--- src/rtl/freq_div_prog_if.sv ---
// rtl/freq_div_prog_if.sv - divisor load handshake between a programming agent and freq_div_prog.
interface freq_div_prog_if #(
    parameter int WIDTH = 8
);
    logic             div_valid;
    logic [WIDTH-1:0] div_in;
    logic             div_ready;
    logic             div_err;

    modport master (
        output div_valid,
        output div_in,
        input  div_ready,
        input  div_err
    );

    modport slave (
        input  div_valid,
        input  div_in,
        output div_ready,
        output div_err
    );
endinterface

--- src/rtl/freq_div_prog.sv ---
// rtl/freq_div_prog.sv - programmable divider with glitch-free divisor reload at period wrap.
// Optional per-period tick output enabled by defining FREQ_DIV_TICK_EN.
module freq_div_prog #(
    parameter int WIDTH       = 8,
    parameter int DEFAULT_DIV = 6
) (
    input  logic             clk,
    input  logic             reset,
    input  logic             en,
    freq_div_prog_if.slave   dif,
    output logic [WIDTH-1:0] div_cur,
    output logic             clk_div
`ifdef FREQ_DIV_TICK_EN
    ,
    output logic             tick
`endif
);
    localparam logic [WIDTH-1:0] DEF_DIV = WIDTH'(DEFAULT_DIV);
    localparam logic [WIDTH-1:0] MIN_DIV = WIDTH'(2);
    localparam logic [WIDTH-1:0] ONE     = WIDTH'(1);

    typedef enum logic {ST_IDLE, ST_PEND} state_t;

    state_t           state_q, state_d;
    logic [WIDTH-1:0] cnt_q, cnt_d;
    logic [WIDTH-1:0] div_d;
    logic [WIDTH-1:0] pend_q, pend_d;
    logic             clk_div_d;
    logic             err_q, err_d;
    logic             wrap;
    logic             xfer;

    assign dif.div_ready = (state_q == ST_IDLE);
    assign dif.div_err   = err_q;
    assign wrap          = en && (cnt_q == div_cur - ONE);
    assign xfer          = dif.div_valid && dif.div_ready;

    always_ff @(posedge clk) begin
        if (reset) begin
            state_q <= ST_IDLE;
            cnt_q   <= '0;
            div_cur <= DEF_DIV;
            pend_q  <= '0;
            clk_div <= 1'b0;
            err_q   <= 1'b0;
        end else begin
            state_q <= state_d;
            cnt_q   <= cnt_d;
            div_cur <= div_d;
            pend_q  <= pend_d;
            clk_div <= clk_div_d;
            err_q   <= err_d;
        end
    end

    always_comb begin
        state_d = state_q;
        cnt_d   = cnt_q;
        div_d   = div_cur;
        pend_d  = pend_q;
        err_d   = 1'b0;

        // Reload only on the wrap edge so a period is never cut short.
        if (en) begin
            if (wrap) begin
                cnt_d = '0;
                if (state_q == ST_PEND) begin
                    div_d   = pend_q;
                    state_d = ST_IDLE;
                end
            end else begin
                cnt_d = cnt_q + ONE;
            end
        end

        // xfer implies ST_IDLE, so a divisor accepted on a wrap waits for the next one.
        if (xfer) begin
            if (dif.div_in < MIN_DIV) begin
                err_d = 1'b1;
            end else begin
                pend_d  = dif.div_in;
                state_d = ST_PEND;
            end
        end

        // Registering the next-state compare keeps clk_div a pure flop output.
        clk_div_d = (cnt_d >= (div_d >> 1));
    end

`ifdef FREQ_DIV_TICK_EN
    always_ff @(posedge clk) begin
        if (reset) begin
            tick <= 1'b0;
        end else begin
            tick <= wrap;
        end
    end
`endif

endmodule

--- src/flat_wrapper.sv ---
// flat-port wrapper written by rule: the top's interface ports become plain ports
module freq_div_prog_flat 
#(
    parameter int WIDTH       = 8,
    parameter int DEFAULT_DIV = 6
)
  (clk, reset, en, div_cur, clk_div, dif_div_valid, dif_div_in, dif_div_ready, dif_div_err);
  freq_div_prog_if #(.WIDTH(WIDTH)) dif_i ();
  input  logic clk;
  input  logic reset;
  input  logic en;
  output logic [WIDTH-1:0] div_cur;
  output logic clk_div;
  input wire logic [$bits(dif_i.div_valid)-1:0] dif_div_valid;
  input wire logic [$bits(dif_i.div_in)-1:0] dif_div_in;
  output wire logic [$bits(dif_i.div_ready)-1:0] dif_div_ready;
  output wire logic [$bits(dif_i.div_err)-1:0] dif_div_err;
  assign dif_i.div_valid = dif_div_valid;
  assign dif_i.div_in = dif_div_in;
  assign dif_div_ready = dif_i.div_ready;
  assign dif_div_err = dif_i.div_err;
  freq_div_prog #(.WIDTH(WIDTH), .DEFAULT_DIV(DEFAULT_DIV)) u_core (.clk(clk), .reset(reset), .en(en), .dif(dif_i), .div_cur(div_cur), .clk_div(clk_div));
endmodule
--- config.mk ---
export PLATFORM = sky130hd
export DESIGN_NAME = freq_div_prog_flat
export DESIGN_NICKNAME = d
export VERILOG_FILES = /design/src/rtl/freq_div_prog_if.sv /design/src/rtl/freq_div_prog.sv /design/src/flat_wrapper.sv
export SDC_FILE = /design/constraint.sdc
export NUM_CORES = 1
export LEC_CHECK = 0
export CORE_MARGIN = 8
export CORE_UTILIZATION = 45
export CTS_CLUSTER_SIZE = 25
export DETAILED_ROUTE_END_ITERATION = 10
export GPL_TIMING_DRIVEN = 0
export PLACE_DENSITY = 0.7
export SYNTH_ARGS = -nofsm -noshare
export SYNTH_HDL_FRONTEND = slang
export SYNTH_SLANG_ARGS = --single-unit
--- constraint.sdc ---
create_clock -name clk -period 4.7 [get_ports clk]
set_input_delay 0.94 -clock clk [delete_from_list [all_inputs] [get_ports clk]]
set_output_delay 0.94 -clock clk [all_outputs]
set_load 0.05 [all_outputs]
**After elaboration in Yosys (flattened, before gate mapping)**

Index checks and enable logic that the tools add are counted.

- Flip-flop bits (word level): 27
- Input bits: 12
- Output and inout port bits: 11
- Logic and storage cells: 30

- $add $sub $neg: 2
- $lt $le $gt $ge: 2
- Eq/ne operators: 1
- Multiplexer cells: 10
- Bitwise gates (word level): 3
- Reductions and logical operators: 5

Operator list:

| cell | number |
|---|---|
| $mux 8 | 5 |
| $add 8x1->8 const B | 1 |
| $eq 8x8->1 | 1 |
| $ge 8x7->1 | 1 |
| $lt 8x2->1 const B | 1 |
| $sub 8x1->8 const B | 1 |
| $mux 1 | 5 |
| $not 1->1 | 3 |
| $reduce_and 3->1 | 1 |
| $logic_and 1x1->1 | 2 |
| $reduce_and 2->1 | 1 |
| $reduce_or 2->1 | 1 |

**Depth between registers and ports, before layout**

- Word-level depth: 7
- Depth in mapped cells: 16
- Mapped depth without buffers: 15

**Least setup slack after synthesis**

OpenSTA, ideal clock, no wires.

- Path type: reg2reg
- Start: reg u_core.div_cur[0]
- End: reg u_core.clk_div
- Library setup time: 0.114 ns
- Data arrival time: 3.589 ns
- Required time: 4.586 ns
- Path slack: 0.997 ns
- Cell stages (with the launch flop): 15
- Path buffers: 1
- Clock period less this slack: 3.703 ns
- Path through: dfxtp_1 > or4_4 > or4b_1 > a221oi_1 > and4_1 > buf_6 > nor2_2 > a21o_2 > ha_1 > nand2b_1 > a21o_1 > a21o_1 > a21oi_1 > o221ai_1 > nor2b_1

- Longest elaborated chain between the ends: 6
- Elaborated cells between the ends (all ways): 8
- Classes of those cells: add/sub (1); order compare (1); eq/ne (1); mux (4); reduce/logical (1)

Ends and longest elaborated chain:

| what | line | RTL |
|---|---|---|
| from (decl) | freq_div_prog.sv:11 | `output logic [WIDTH-1:0] div_cur,` |
| from (signal assigned) | freq_div_prog.sv:49 | `div_cur <= div_d;` |
| $sub 8x1->8 | freq_div_prog.sv:35 | `assign wrap = en && (cnt_q == div_cur - ONE);` |
| $eq 8x8->1 | freq_div_prog.sv:35 |  |
| $logic_and 1x1->1 | freq_div_prog.sv:35 |  |
| $mux 8 | freq_div_prog.sv:65 | `if (wrap) begin` |
| $mux 8 | freq_div_prog.sv:64 | `if (en) begin` |
| named net u_core.div_d[1] | freq_div_prog.sv:26 | `logic [WIDTH-1:0] div_d;` |
| $ge 8x7->1 | freq_div_prog.sv:87 | `clk_div_d = (cnt_d >= (div_d >> 1));` |
| to (signal assigned) | freq_div_prog.sv:51 | `clk_div <= clk_div_d;` |
| to (decl) | freq_div_prog.sv:12 | `output logic clk_div` |

The timed path passes the listed nets, and every way through them passes these cells.
A chain may end at the register's enable or synchronous reset.

**Worst setup path in the final report**

- Start: reg u_core.div_cur[2]
- End: reg u_core.clk_div

The elaborated chain is that of the path after synthesis.

==> impl_metrics.ini <==
[worst_setup_path]
crit_slowest_cell = or4_4
slowest_delay_ns = 0.56
start_kind = register
cp_top_family = simple AND/OR/NAND/NOR gates
cp_max_fo = 10
worstPathRequired_ns = 4.95
cp.arrival_ns = 4.00
cpMostUsedCell = a21o_1
path_cells = or4_4 > or4b_1 > a221oi_1 > and4_1 > buf_6 > nor2_2 > a21o_2 > ha_1 > nand2b_1 > a21o_1 > a21o_1 > a21oi_1 > o221ai_1 > nor2b_1
critPathKind = register to register
worst_setup_path_end_kind = register
cp_num_buf_inv = 1

[sta]
setup_viol = 0
worst_pin_slew_ns = 0.544
tns_ns = 0
fin_skew_ns = 0.00638
grt_setup_unrepaired = no
post-route-min-period_ns = 3.75
relSlewSlack = 0.637
whs_ns = 0.507
fmax_ghz = 0.267
slew_violations = 0
hold_viol_final = 0
post-route-period-util = 0.798

[global_route]
grt_pass1_vias = 1184
antenna_found_initial = 0
grt_pass1_wl_mm = 5.52
grt_max_degree = 17
overflow = 0
gr-usage-all-layers = 0.131

[clock_tree]
clk_pin_slew_ns = 0.16
post_cts_buffers = 0
post_cts_resized = 0
insertion_delay_ns = 0.34
cts_buffers = 3
cts_sinks = 27
cts_buffer_depth = 2
ctsRootBufferMaster = clkbuf_4
tritoncts = built
cts_hold_buf = 0
cts_max_level = 1

[layout]
final_common_cell = nor2_1
final_cell_mix = nor2_1 (29), dfxtp_1 (27), clkdlybuf4s50_1 (22)
fin_cells = 228
n_antenna_cell = 0
layout-drive-gt1-share = 0.0761
area_delta_synth_final_pct = 21.2
nets = 206

[synthesis]
syn-cell-area_sq_um = 1440
postSynthAreaPerCell_sq_um = 9.13
yosys_most_used_dff = dfxtp_1
synth_warnings = 0
yosys-top-cells-area = dfxtp_1 (37%), mux2i_1 (9.0%), ha_1 (7.8%)
synth-seq-cells = 27
synth_edf_count = 0
netlist.area_leader.share = 0.375
async_flop_share = 0
ys_types = 44
synth_top_area_cell = dfxtp_1
synthCells = 158
yosysSeqAreaShare = 0.375
synthesis.nets = 179

[routing]
finalWirelength_mm = 3.26
vias_per_cell = 5.10
routedWlPerCell_microns = 14.3
detail-route-antenna-nets = 0
drt_iter0_markers = 43
drc_errors = 0
firstDrtPassIters = 4
vias = 1162

[die]
die_area_sq_um = 5270
initial_utilization = 0.473
ioPinCount = 23
core_sq_um = 3050
num_rows = 20
die_x_microns = 72.6
chipHeight_microns = 72.6

[run]
cap_viol_max_count = 0

[hold_path]
hp-class = register to register

[place]
post-place-cells = 224
dp_hpwl_mm = 2.59
io_buffers = 22
gp_congestion = 0.871

[pwr]
power.density_nw_per_um2 = 229
irDropWorstVdd_mv = 0.157
total_power_uw = 401
power.leakage_uw = 0.000697

[status]
status = complete, no violations
==> report_power, final <==
part           internal (uW)  switching, uW  leakage (uW)
Combinational           26.6           25.8      0.000464
Clock                   32.7           74.6     0.0000139
Sequential               236           4.95      0.000220
==> worst reg2reg max path, cell delays in order (launching register included) <==
cell	delay, ns
dfxtp_1	0.40
or4_4	0.56
or4b_1	0.49
a221oi_1	0.32
and4_1	0.29
buf_6	0.17
nor2_2	0.05
a21o_2	0.19
ha_1	0.28
nand2b_1	0.14
a21o_1	0.17
a21o_1	0.18
a21oi_1	0.14
o221ai_1	0.12
nor2b_1	0.14
==> state kept, by name, summed over array words and instances (netlist names) <==
name                cells
u_core.div_cur          8
u_core.dif.div_err      1
u_core.clk_div          1
u_core.pend_q           8
u_core.cnt_q            8
u_core.state_q          1
==> layout make-up <==
cell class	instances	area (sq um)
Buffer	7	36.3
Clock buffer	3	22.5
Clock inverter	1	7.51
Multi-Input combinational cell	120	851
Tap cell	44	55.1
Sequential cell	27	541
Fill cell	315	1310
Timing Repair Buffer	22	220
Inverter	4	15.0
==> kinds of logic after synthesis <==
family                   count (synthesis)  share of synthesized area
AO/OA/AOI/OAI                           20                      0.104
flip-flops                              27                      0.375
adder cells (fa/ha/maj)                  9                     0.0781
multiplexers                            13                     0.0902
XOR/XNOR                                16                     0.0971
AND/OR/NAND/NOR                         62                      0.220
buffers and inverters                   11                     0.0356
==> worst paths after layout <==
kind | from | to | slack (ns) | cells past startpoint
worst max-delay path | u_core.div_cur[2] | u_core.clk_div | 0.95 | 14
worst min-delay path | u_core.pend_q[0] | u_core.div_cur[0] | 0.51 | 2
worst max register to register | u_core.div_cur[2] | u_core.clk_div | 0.95 | 14
worst min register to register | u_core.pend_q[0] | u_core.div_cur[0] | 0.51 | 2
==> through the flow <==
| step | cell area (sq um) | setup WS, ns | utilization |
|---|---|---|---|
| floorplan | 1440 | 0.997 | - |
| global placement | 1720 | 0.758 | 0.563 |
| detailed placement | 1720 | 0.742 | 0.563 |
| CTS | 1750 | 0.944 | 0.573 |
| global route | 1750 | 0.777 | 0.573 |
| finish | 1750 | 0.950 | 0.573 |
==> cells in the mapped netlist, types with 2 or more instances <==
master and number:
dfxtp_1 27, clkbuf_1 4, inv_1 4, nor3b_1 2, mux2i_1 13, nand4_1 2, a21oi_1 2, nand2b_1 2
a21o_1 3, o21bai_1 2, or4_1 2, nand3_1 4, nand2_1 5, nor2b_1 5, buf_2 2, nor2_1 29
ha_1 9, xor2_1 7, xnor2_1 9
==> routing by layer <==
layer  part of all wire  global-route usage
met3              0.046              0.0453
met4              0.011              0.0400
met1               0.47               0.153
met5                  0                   0
met2               0.47               0.220
No activity file was read; power rests on OpenSTA's default activity.
